==> src/rtl/ulpi_transmit_if.sv <==
// Link-side bundle for ulpi_transmit: encoder AXI-Stream bytes, ULPI pads,
// status and register-write request. 'master' is the link, 'slave' the environment.
interface ulpi_transmit_if;
    logic       tx_tvalid_i;
    logic       tx_tready_o;
    logic       tx_tlast_i;
    logic [7:0] tx_tdata_i;
    logic       ulpi_dir_i;
    logic       ulpi_nxt_i;
    logic       ulpi_stp_o;
    logic [7:0] ulpi_data_o;
    logic       ulpi_data_oe_o;
    logic       tx_busy_o;
    logic       tx_abort_o;
    logic       reg_wr_i;
    logic [5:0] reg_addr_i;
    logic [7:0] reg_data_i;
    logic       reg_done_o;

    modport master (
        input  tx_tvalid_i, tx_tlast_i, tx_tdata_i,
        input  ulpi_dir_i, ulpi_nxt_i,
        input  reg_wr_i, reg_addr_i, reg_data_i,
        output tx_tready_o, ulpi_stp_o, ulpi_data_o, ulpi_data_oe_o,
        output tx_busy_o, tx_abort_o, reg_done_o
    );

    modport slave (
        output tx_tvalid_i, tx_tlast_i, tx_tdata_i,
        output ulpi_dir_i, ulpi_nxt_i,
        output reg_wr_i, reg_addr_i, reg_data_i,
        input  tx_tready_o, ulpi_stp_o, ulpi_data_o, ulpi_data_oe_o,
        input  tx_busy_o, tx_abort_o, reg_done_o
    );
endinterface

==> src/rtl/ulpi_transmit.sv <==
// ULPI link transmitter: turns encoder packets into TX CMD + nxt-paced bytes + stp.
// Define ULPI_REGWR_EN to add ULPI register writes (RCMD/RDATA/RSTOP states).
//
// state | meaning
// IDLE  | bus free, waiting for a PID byte (or register write request)
// TXCMD | TX CMD driven, waiting for nxt
// DATA  | payload bytes, one per nxt
// STOP  | stp with 8'h00 for one cycle
// DRAIN | discard encoder bytes through tlast after an abort
// RCMD  | register write command {2'b10, addr} driven
// RDATA | register value driven
// RSTOP | stp for the register write, reg_done pulse
module ulpi_transmit (
    input  logic          clock,
    input  logic          reset,
    ulpi_transmit_if.master bus
);

`ifdef ULPI_REGWR_EN
    typedef enum logic [2:0] {
        IDLE, TXCMD, DATA, STOP, DRAIN, RCMD, RDATA, RSTOP
    } state_t;
`else
    typedef enum logic [2:0] {
        IDLE, TXCMD, DATA, STOP, DRAIN
    } state_t;
`endif

    state_t     state_q, state_d;
    logic       dir_q;
    logic [7:0] data_q, data_d;
    logic       stp_q, stp_d;
    logic       abort_q, abort_d;
    logic       done_q, done_d;
    logic       last_q, last_d;
    logic       tready;
    logic       link_ok;
    logic       pid_bad;

    // Link may drive only after a full turnaround: dir low now and last cycle.
    assign link_ok = !bus.ulpi_dir_i && !dir_q;
    assign pid_bad = bus.tx_tdata_i[7:4] != ~bus.tx_tdata_i[3:0];

`ifndef ULPI_REGWR_EN
    logic reg_unused;
    assign reg_unused = ^{bus.reg_wr_i, bus.reg_addr_i, bus.reg_data_i};
`endif

    always_ff @(posedge clock) begin
        if (reset) begin
            state_q <= IDLE;
            dir_q   <= 1'b1;
            data_q  <= 8'h00;
            stp_q   <= 1'b0;
            abort_q <= 1'b0;
            done_q  <= 1'b0;
            last_q  <= 1'b0;
        end else begin
            state_q <= state_d;
            dir_q   <= bus.ulpi_dir_i;
            data_q  <= data_d;
            stp_q   <= stp_d;
            abort_q <= abort_d;
            done_q  <= done_d;
            last_q  <= last_d;
        end
    end

    always_comb begin
        state_d = state_q;
        data_d  = data_q;
        stp_d   = 1'b0;
        abort_d = 1'b0;
        done_d  = 1'b0;
        last_d  = last_q;
        tready  = 1'b0;
        case (state_q)
            IDLE: begin
                data_d = 8'h00;
                tready = link_ok;
                if (link_ok && bus.tx_tvalid_i) begin
                    // A malformed PID is still sent as-is; the abort flags it upstream.
                    data_d  = {4'b0100, bus.tx_tdata_i[3:0]};
                    last_d  = bus.tx_tlast_i;
                    abort_d = pid_bad;
                    state_d = TXCMD;
                end
`ifdef ULPI_REGWR_EN
                else if (link_ok && bus.reg_wr_i) begin
                    data_d  = {2'b10, bus.reg_addr_i};
                    state_d = RCMD;
                end
`endif
            end
            TXCMD, DATA: begin
                tready = bus.ulpi_nxt_i && link_ok && !last_q;
                if (state_q == DATA && bus.ulpi_dir_i) begin
                    // PHY took the bus mid-packet: no stp, flush what remains.
                    abort_d = 1'b1;
                    data_d  = 8'h00;
                    state_d = last_q ? IDLE : DRAIN;
                end else if (bus.ulpi_nxt_i && link_ok) begin
                    if (last_q) begin
                        stp_d   = 1'b1;
                        data_d  = 8'h00;
                        state_d = STOP;
                    end else if (bus.tx_tvalid_i) begin
                        data_d  = bus.tx_tdata_i;
                        last_d  = bus.tx_tlast_i;
                        state_d = DATA;
                    end else begin
                        // Underrun: stp with all-ones forces a bit-stuff error on the wire.
                        stp_d   = 1'b1;
                        data_d  = 8'hFF;
                        abort_d = 1'b1;
                        state_d = DRAIN;
                    end
                end
            end
            STOP: begin
                data_d  = 8'h00;
                state_d = IDLE;
            end
            DRAIN: begin
                tready = 1'b1;
                data_d = 8'h00;
                if (bus.tx_tvalid_i && bus.tx_tlast_i) state_d = IDLE;
            end
`ifdef ULPI_REGWR_EN
            RCMD: begin
                if (bus.ulpi_nxt_i && link_ok) begin
                    data_d  = bus.reg_data_i;
                    state_d = RDATA;
                end
            end
            RDATA: begin
                if (!link_ok) begin
                    data_d  = {2'b10, bus.reg_addr_i};
                    state_d = RCMD;
                end else if (bus.ulpi_nxt_i) begin
                    stp_d   = 1'b1;
                    data_d  = 8'h00;
                    done_d  = 1'b1;
                    state_d = RSTOP;
                end
            end
            RSTOP: begin
                data_d  = 8'h00;
                state_d = IDLE;
            end
`endif
            default: state_d = IDLE;
        endcase
    end

    assign bus.tx_tready_o    = tready;
    assign bus.ulpi_stp_o     = stp_q;
    assign bus.ulpi_data_o    = data_q;
    assign bus.ulpi_data_oe_o = link_ok;
    assign bus.tx_busy_o      = state_q != IDLE;
    assign bus.tx_abort_o     = abort_q;
    assign bus.reg_done_o     = done_q;

endmodule
==> src/flat_wrapper.sv <==
// flat-port wrapper written by rule: the top's interface ports become plain ports
module ulpi_transmit_flat 
  (clock, reset, bus_tx_tvalid_i, bus_tx_tlast_i, bus_tx_tdata_i, bus_ulpi_dir_i, bus_ulpi_nxt_i, bus_reg_wr_i, bus_reg_addr_i, bus_reg_data_i, bus_tx_tready_o, bus_ulpi_stp_o, bus_ulpi_data_o, bus_ulpi_data_oe_o, bus_tx_busy_o, bus_tx_abort_o, bus_reg_done_o);
  ulpi_transmit_if bus_i ();
  input  logic clock;
  input  logic reset;
  input wire logic [$bits(bus_i.tx_tvalid_i)-1:0] bus_tx_tvalid_i;
  input wire logic [$bits(bus_i.tx_tlast_i)-1:0] bus_tx_tlast_i;
  input wire logic [$bits(bus_i.tx_tdata_i)-1:0] bus_tx_tdata_i;
  input wire logic [$bits(bus_i.ulpi_dir_i)-1:0] bus_ulpi_dir_i;
  input wire logic [$bits(bus_i.ulpi_nxt_i)-1:0] bus_ulpi_nxt_i;
  input wire logic [$bits(bus_i.reg_wr_i)-1:0] bus_reg_wr_i;
  input wire logic [$bits(bus_i.reg_addr_i)-1:0] bus_reg_addr_i;
  input wire logic [$bits(bus_i.reg_data_i)-1:0] bus_reg_data_i;
  output wire logic [$bits(bus_i.tx_tready_o)-1:0] bus_tx_tready_o;
  output wire logic [$bits(bus_i.ulpi_stp_o)-1:0] bus_ulpi_stp_o;
  output wire logic [$bits(bus_i.ulpi_data_o)-1:0] bus_ulpi_data_o;
  output wire logic [$bits(bus_i.ulpi_data_oe_o)-1:0] bus_ulpi_data_oe_o;
  output wire logic [$bits(bus_i.tx_busy_o)-1:0] bus_tx_busy_o;
  output wire logic [$bits(bus_i.tx_abort_o)-1:0] bus_tx_abort_o;
  output wire logic [$bits(bus_i.reg_done_o)-1:0] bus_reg_done_o;
  assign bus_i.tx_tvalid_i = bus_tx_tvalid_i;
  assign bus_i.tx_tlast_i = bus_tx_tlast_i;
  assign bus_i.tx_tdata_i = bus_tx_tdata_i;
  assign bus_i.ulpi_dir_i = bus_ulpi_dir_i;
  assign bus_i.ulpi_nxt_i = bus_ulpi_nxt_i;
  assign bus_i.reg_wr_i = bus_reg_wr_i;
  assign bus_i.reg_addr_i = bus_reg_addr_i;
  assign bus_i.reg_data_i = bus_reg_data_i;
  assign bus_tx_tready_o = bus_i.tx_tready_o;
  assign bus_ulpi_stp_o = bus_i.ulpi_stp_o;
  assign bus_ulpi_data_o = bus_i.ulpi_data_o;
  assign bus_ulpi_data_oe_o = bus_i.ulpi_data_oe_o;
  assign bus_tx_busy_o = bus_i.tx_busy_o;
  assign bus_tx_abort_o = bus_i.tx_abort_o;
  assign bus_reg_done_o = bus_i.reg_done_o;
  ulpi_transmit u_core (.clock(clock), .reset(reset), .bus(bus_i));
endmodule
==> config.mk <==
export PLATFORM = sky130hd
export DESIGN_NAME = ulpi_transmit_flat
export DESIGN_NICKNAME = d
export VERILOG_FILES = /design/src/rtl/ulpi_transmit_if.sv /design/src/rtl/ulpi_transmit.sv /design/src/flat_wrapper.sv
export SDC_FILE = /design/constraint.sdc
export NUM_CORES = 1
export LEC_CHECK = 0
export ABC_CLOCK_PERIOD_IN_PS = 2100
export CAP_MARGIN = 20
export CORE_MARGIN = 2
export CORE_UTILIZATION = 40
export DETAILED_ROUTE_END_ITERATION = 10
export PLACE_DENSITY_LB_ADDON = 0.15
export SLEW_MARGIN = 20
export SYNTH_ARGS = -nofsm -noshare
export SYNTH_HDL_FRONTEND = slang
export SYNTH_SLANG_ARGS = --single-unit
==> constraint.sdc <==
create_clock -name clock -period 2.1 [get_ports clock]
set_input_delay 0.42 -clock clock [delete_from_list [all_inputs] [get_ports clock]]
set_output_delay 0.42 -clock clock [all_outputs]
set_load 0.005 [all_outputs]
Yosys cells after proc, flatten, opt, wreduce, memory -nomap -nowiden. Index checks and enable logic that the tools add are counted.

Bits in read-only memories: 0. Register bits: 15. RAM bits: 0. Output and inout port bits: 14. Bits of input ports: 29. Latch bits: 0. Memories: 0. Word-level logic and storage cells: 66.

Eq/ne operators: 10. Add/subtract/negate cells: 0. $lt $le $gt $ge: 0. Div/mod/pow operators: 0. Shift-type cells: 0. Bitwise logic cells: 3. $mul: 0. Reduce and logical (&&, ||, !) cells: 19. Muxes and demuxes: 28.

Operators by type and width (count): $mux 8 (4); $pmux 8 s3 (1); $mux 3 (7); $mux 1 (11); $pmux 3 s3 (1); $mux 7 (1); $eq 3x2->1 const B (2); $logic_and 1x1->1 (6); $ne 2x1->1 const B (3); $reduce_bool 3->1 (2); $ne 4x4->1 (1); $not 4->4 (1); $pmux 1 s2 (2); $reduce_and 4->1 (1); $reduce_or 2->1 (2); $reduce_or 4->1 (1); $eq 3x1->1 const B (1); $eq 3x3->1 const B (1); $logic_not 1->1 (3); $logic_not 3->1 (1); $ne 3x1->1 const B (1); $pmux 1 s3 (1); $reduce_and 3->1 (1); $ne 2x2->1 const B (1); other kinds (3) (4).

Longest topological paths before layout. Gate-level depths: netlist of run 1.

Word-level depth: 6. Gate-level depth with buffers: 5. Depth with buffers taken out: 4.

Least setup slack after synthesis of run 1. OpenSTA, ideal clock, no wires.

Path type: input to register. From: input bus_ulpi_dir_i. To: register u_core.data_q[6], in the netlist u_core.bus.ulpi_data_o[6]. Data required time: 1978 ps. Path slack: 492 ps. Library setup time: 122 ps. Path buffers: 1. Arrival time: 1486 ps. Stages: 5. Path through: buf_2 -> or2_2 -> o22ai_1 -> nor2_1 -> o311a_1.

Word-level cells in the longest chain between the ends: 5. Elaborated cells between the ends (all ways): 10. Classes of those cells: eq/ne: 1; mux: 3; reduce/logical: 6.

RTL lines: start: declaration (line flat_wrapper.sv:10) `input wire logic [$bits(bus_i.ulpi_dir_i)-1:0] bus_ulpi_dir_i;`; $logic_not 1->1 (line ulpi_transmit.sv:41) `assign link_ok = !bus.ulpi_dir_i && !dir_q;`; $logic_and 1x1->1 (line ulpi_transmit.sv:41); $logic_and 1x1->1, on equally long branches (line ulpi_transmit.sv:81, ulpi_transmit.sv:102); $mux 7 or $ne 3x1->1 (tied branches); $pmux 8 s3 or $reduce_and 2->1 (tied branches); end signal: assignment (line ulpi_transmit.sv:61) `data_q <= data_d;`; end: declaration (line ulpi_transmit.sv:31) `logic [7:0] data_q, data_d;`.

Parallel ways exist; a longest one is shown, timed or not. A chain may end at the register's enable or synchronous reset.

Worst setup path in the final report of run 1.
From: input bus_ulpi_dir_i. To: output bus_ulpi_data_oe_o.

Word-level cells in the longest chain between the ends: 2.

RTL lines: $logic_not 1->1 (line ulpi_transmit.sv:41); $logic_and 1x1->1 (line ulpi_transmit.sv:41); end: declaration (line flat_wrapper.sv:18) `output wire logic [$bits(bus_i.ulpi_data_oe_o)-1:0] bus_ulpi_data_oe_o;`.

Every way passes these cells.

==> results.md, run 1 <==
* FF/Latch Area at 304 um^2
* Antenna Nets Post-Route at 0
* RSZ-0062 raised after global routing: yes
* Fin util at 0.600
* Sequential Power Share at 0.501
* Leakage at 0.000480 uW
* Routed WL at 2370 um
* DRC viols at 0
* Power density over cell area at 464 nW/um^2
* Total die area at 2620 um^2
* FF-to-FF path depth at 5
* Clock transition at path regs at 100 ps
* Final global-route overflow total at 0
* H-tree Lvls at 1
* Placed Instance Area at 1250 um^2
* PortBufs at 26
* EDFF count, synth at 0
* Most instantiated library cell after synthesis: dfxtp_1
* GR Util All Layers at 0.201
* P_sw at 158 uW
* Crit path kind: primary input to primary output
* Post-CTS Hold Buffers at 0
* Initial antenna violation count at 0
* Worst hold path cell count at 1
* Die Span X at 51.2 um
* Footprint of the multi-input gates at 539 um^2
* Hpwl dp at 1860 um
* Fin. max-slew vios at 0
* Slew headroom at 0.478
* DR iter-0 viols at 20
* Fraction of layout cells with a size suffix above 1 at 0.227
* Via count at 928
* Area leader, netlist: dfxtp_1
* CP required at 1680 ps
* Post-synth ARST share at 0
* Crit path time final at 2060 ps
* Bufs on Longest Clock Path at 2
* Distinct cell type count after synthesis at 41
* Actual slew at the worst max-slew pin at 777 ps
* Switching share of power at 0.264
* Reg2Reg Setup Slack at 340 ps
* Num rows at 17
* Via density per instance at 5.49
* Status: finished clean
* RR Startpoint: u_core.state_q[2]
* Syn_area_per_cell at 8.64 um^2
* CTS Sinks at 15
* Crit path launch type: primary input
* GP Congestion at 0.864
* Final worst path period share at 0.980
* Worst-Skew Late Latency at 280 ps
* Fin area at 1290 um^2
* Hold Vio Cnt, Final at 0
* Post-route setup TNS at 0 ps
* Clock share of power at 0.283
* Crit end category: primary output
* I/O Pins at 43
* N_diodes at 0
* Worst Path Max Fanout at 4
* Logic pwr share at 0.216
* Synthesis Warnings at 0
* Reg2reg end: u_core.bus.ulpi_data_o[2]
* Fmax at 486 MHz
* Area Overhead vs Synth at 45.0%
* DR WL/cell at 14.0 um
* Vias in the first global route at 919
* Hold Path End: u_core.bus.ulpi_data_o[0]
* Worst hold path class: flop to flop
* Total power at 598 uW
* Die height at 51.2 um
* TritonCTS clock tree: built
* Syn Inst Count at 103
* Largest net degree at the start of global routing at 16
* Worst hold start: u_core.bus.ulpi_data_o[0]
* 1st-pass router iterations at 5
* Final clock skew at 7.54 ps
* Post-synth top area share at 0.338
* Largest cells by area after synthesis: dfxtp_1 34%, o2bb2ai_1 6.9%, nor2_1 5.9%
* Top cells by count, synth: 15 x dfxtp_1, 14 x nor2_1, 7 x o2bb2ai_1
* Top_reg_cell synth: dfxtp_1
* Setup-failing EPs final at 0
* First-pass GRT wire length at 3880 um
* # fillers at 202
* Core region area at 2150 um^2
* TritonCTS Buffers at 3
* Syn nets at 132
* Starting Density at 0.414
* Nets at 171
* IR drop worst, VDD at 0.400 mV
* Post-synthesis sequential area ratio at 0.338
* MaxCap Viol Count at 0
* Synth Register Bits at 15
* Arrival time at the worst endpoint at 1640 ps
* Int Power at 440 uW
* Root buffer cell: clkbuf_4
* Post-synthesis cell area at 890 um^2
cell usage in the layout, fill, tap and decap left out, types with 4 or more instances in the layout:
master	count
nor2_1	12
dfxtp_1	12
inv_1	5
clkdlybuf4s50_1	24
o21ai_0	4
o2bb2ai_1	7
o211ai_1	4
a21oi_1	5
buf_4	14
power by group through the flow:
stage          Sequential [uW]  Clock [uW]  Combinational, uW
2_1_floorplan              304           0               59.2
3_3_place_gp               305           0                127
3_5_place_dp               305           0                129
4_1_cts                    299         176                129
5_1_grt                    301         188                140
6_report                   300         169                129
layout make-up:
type / instances / share of cell area
repair buffers: 40 / 0.284
multi-input cells: 77 / 0.418
inverters: 5 / 0.0145
flip-flops and latches: 15 / 0.236
clock buffers: 4 / 0.0204
well taps: 28 / 0.0272
worst max path at each step:
stage	end	depth (start not counted)	slack, ps	startpoint
4_1_cts	bus_tx_busy_o	3	10	u_core.state_q[2]
3_5_place_dp	u_core.bus.ulpi_data_o[1]	6	-180	bus_ulpi_dir_i
2_1_floorplan	u_core.bus.ulpi_data_o[6]	5	490	bus_ulpi_dir_i
3_3_place_gp	u_core.bus.ulpi_data_o[1]	6	-150	bus_ulpi_dir_i
6_report	bus_ulpi_data_oe_o	4	40	bus_ulpi_dir_i
5_1_grt	bus_ulpi_data_oe_o	4	-20	bus_ulpi_dir_i
registers in the layout, summed over array words and instances, names as in the netlist:
name	count
u_core.bus.ulpi_data_o	8
u_core.state_q	3
u_core.bus.tx_abort_o	1
u_core.bus.ulpi_stp_o	1
u_core.dir_q	1
u_core.last_q	1
metal layers:
| metal | part of all wire | up-vias | global-route usage |
|---|---|---|---|
| li1 | - | 457 | - |
| met1 | 0.42 | 433 | 0.219 |
| met2 | 0.51 | 34 | 0.361 |
| met4 | 0.019 | 0 | 0.117 |
| met5 | 0 | - | 0 |
| met3 | 0.049 | 4 | 0.0351 |
metrics by stage:
step                hold slack, ps  instances  setup WS [ps]
finish                         473        169           42.9
floorplan                      456        103            492
CTS                            476        169           14.8
global route                   490        169          -22.6
detailed placement             448        165           -176
global placement               448        165           -148
kinds of logic (layout without fill, tap and decap cells):
logic type | Yosys count | after routing | share of synthesized area
and+or+nand+nor | 37 | 37 | 0.225
AOI/OAI and AO/OA | 34 | 34 | 0.321
DFF | 15 | 15 | 0.338
buffers and inverters | 11 | 49 | 0.0619
xor gates and xnor gates | 4 | 4 | 0.0394
adders and majority gates | 1 | 1 | 0.0113
other | 1 | 1 | 0.00422
worst max-delay path, stage by stage:
cell and delay, ps:
clkdlybuf4s50_1 480, nor2_2 140, buf_4 120, clkdlybuf4s50_1 480
timing repair:
action | CTS | global route
setup buffers | 0 | 0
endpoints found under the setup margin | 1 | 2
gates resized for setup | 5 | 2
Power figures use the tool's default switching activity.
==> run 2, diff against run 1 <==
--- a/config.mk
+++ b/config.mk
@@ -9,6 +9,7 @@
 export CAP_MARGIN = 20
 export CORE_MARGIN = 2
 export CORE_UTILIZATION = 40
+export CTS_BUF_LIST = sky130_fd_sc_hd__clkbuf_16
 export DETAILED_ROUTE_END_ITERATION = 10
 export PLACE_DENSITY_LB_ADDON = 0.15
 export SLEW_MARGIN = 20
==> results.md, run 2 (synthesized netlist as in run 1, its figures left out) <==
* Status: finished clean
* # fillers at 189 (-6.4%)
* Met1 global-route usage at 0.224 (+0.00546)
* Nets at 171 (unchanged)
* 1st-pass router iterations at 4 (-1)
* Fin. max-slew vios at 0 (unchanged)
* Core region area at 2150 um^2 (unchanged)
* Fin cells at 169 (unchanged)
* Setup-failing EPs final at 0 (unchanged)
* Total power at 803 uW (+34%)
* DR iter-0 viols at 12 (-40%)
* Worst path buffer plus inverter count at 3 (unchanged)
* Worst-Skew Late Latency at 250 ps (-30 ps)
* Max reg flops at 8 (unchanged)
* Fraction of layout cells with a size suffix above 1 at 0.234 (+0.00709)
* H-tree Lvls at 1 (unchanged)
* Actual slew at the worst max-slew pin at 502 ps (-275 ps)
* Crit path kind: primary input to primary output
* Power density over cell area at 595 nW/um^2 (+28%)
* Worst hold path class: flop to flop
* Final clock skew at 1.09 ps (-6.45 ps)
* Die Span X at 51.2 um (unchanged)
* Worst path max stage delay at 480 ps (about the same)
* DR WL/cell at 14.2 um (+0.88%)
* DRC viols at 0 (unchanged)
* Cells along the critical path: clkdlybuf4s50_1 -> nor2_2 -> buf_4 -> clkdlybuf4s50_1
* Slowest stage cell, crit path: clkdlybuf4s50_1
* Crit path max-delay family: buffers and inverters
* TritonCTS Buffers at 3 (unchanged)
* Leakage at 0.000494 uW (+3.0%)
* Post-route setup TNS at 0 ps (unchanged)
* Total die area at 2620 um^2 (unchanged)
* TritonCTS clock tree: built
* Slew headroom at 0.663 (+0.185)
* N_diodes at 0 (unchanged)
* Arrival time at the worst endpoint at 1640 ps (about the same)
* Most common cell after layout, fill and taps aside: clkdlybuf4s50_1
* RSZ-0062 raised after global routing: yes
* Initial antenna violation count at 0 (unchanged)
* Via density per instance at 5.46 (-0.54%)
* Starting Density at 0.414 (unchanged)
* Met3 GRT Util at 0.0351 (unchanged)
* Reg2Reg Setup Slack at 340 ps (about the same)
* Final worst path period share at 0.981 (+0.00143)
* Area Overhead vs Synth at 51.8%
* Post-Place Cells at 165 (unchanged)
* Hold slack at 464 ps (-9.37 ps)
* PnR worst setup slack at 39.9 ps (-3.00 ps)
* First-pass GRT wire length at 3990 um (+2.7%)
* Most frequent cells in the layout: 25 x clkdlybuf4s50_1, 14 x buf_4, 13 x dfxtp_1
* Routed WL at 2400 um (+0.88%)
* Crit path launch type: primary input
* I/O Pins at 43 (unchanged)
* GP Congestion at 0.864 (unchanged)
* Crit path time final at 2060 ps (+3.00 ps)
* Hold Vio Cnt, Final at 0 (unchanged)
* PortBufs at 26 (unchanged)
* Crit end category: primary output
* Num rows at 17 (unchanged)
* CP required at 1680 ps (about the same)
* GR peak layer: met2
* Largest net degree at the start of global routing at 16 (unchanged)
* Vias in the first global route at 920 (+0.11%)
* Final global-route overflow total at 0 (unchanged)
* CP dominant cell by count: clkdlybuf4s50_1
* IR drop worst, VDD at 0.492 mV (+23%)
* GR Util All Layers at 0.209 (+0.00804)
* Via count at 923 (-0.54%)
* Root buffer cell: clkbuf_16
* Hpwl dp at 1860 um (unchanged)
* Clock transition at path regs at 50 ps (-50 ps)
* Pre-CTS setup slack at -176 ps (unchanged)
* Fmax at 485 MHz (-0.15%)
* Bufs on Longest Clock Path at 2 (unchanged)
* CTS Sinks at 15 (unchanged)
* Antenna Nets Post-Route at 0 (unchanged)
* GR Util met2 at 0.379 (+0.0173)
* Post-CTS Hold Buffers at 0 (unchanged)
* MaxCap Viol Count at 0 (unchanged)
* Die height at 51.2 um (unchanged)
* Worst Path Max Fanout at 4 (unchanged)
[run 2: path summary, 6_finish.rpt]
check,start,end,cells past startpoint
worst min register to register,u_core.bus.ulpi_data_o[3],u_core.bus.ulpi_data_o[3],1
worst max-delay path,bus_ulpi_dir_i,bus_ulpi_data_oe_o,4
worst max register to register,u_core.state_q[2],u_core.bus.ulpi_data_o[0],5
worst min-delay path,u_core.bus.ulpi_data_o[3],u_core.bus.ulpi_data_o[3],1
[run 2: final cells by class]
cell class | instances | area (um^2) | area share
Clock buffer | 3 | 75.1 | 0.0556
Clock inverter | 1 | 3.75 | 0.00278
Inverter | 5 | 18.8 | 0.0139
Multi-Input combinational cell | 77 | 551 | 0.408
Sequential cell | 15 | 303 | 0.224
Tap cell | 28 | 35.0 | 0.0260
Timing Repair Buffer | 40 | 364 | 0.270
[run 2: layer usage]
| metal | vias to the layer above | share of wire |
|---|---|---|
| met2 | 34 | 0.52 |
| met5 | - | 0 |
| met4 | 0 | 0.024 |
| met3 | 5 | 0.058 |
| met1 | 429 | 0.40 |
| li1 | 455 | - |
[run 2: worst register-to-register path, cell delays in order, from the launching register on]
cell	delay, ps
dfxtp_1	310
buf_4	180
or3_4	420
a2111oi_4	330
o221ai_1	260
o2bb2ai_1	190
[run 2: timing repair]
| item | CTS | global route |
|---|---|---|
| endpoints found under the setup margin | 1 | 6 |
| buffers inserted | 0 | 0 |
| resized for setup | 4 | 3 |
| pin swaps | 0 | 0 |
[run 2: power breakdown]
group	leakage, uW	switching [uW]	internal [uW]
clock network	0.0000423	119	252
logic	0.000329	56.0	74.9
registers	0.000123	7.42	293
[run 2: through the flow]
step / instance area [um^2] / utilization
4_1_cts: 1340 / 0.622
3_5_place_dp: 1250 / 0.584
5_1_grt: 1350 / 0.628
3_3_place_gp: 1250 / 0.584
2_1_floorplan: 890 / -
6_report: 1350 / 0.628
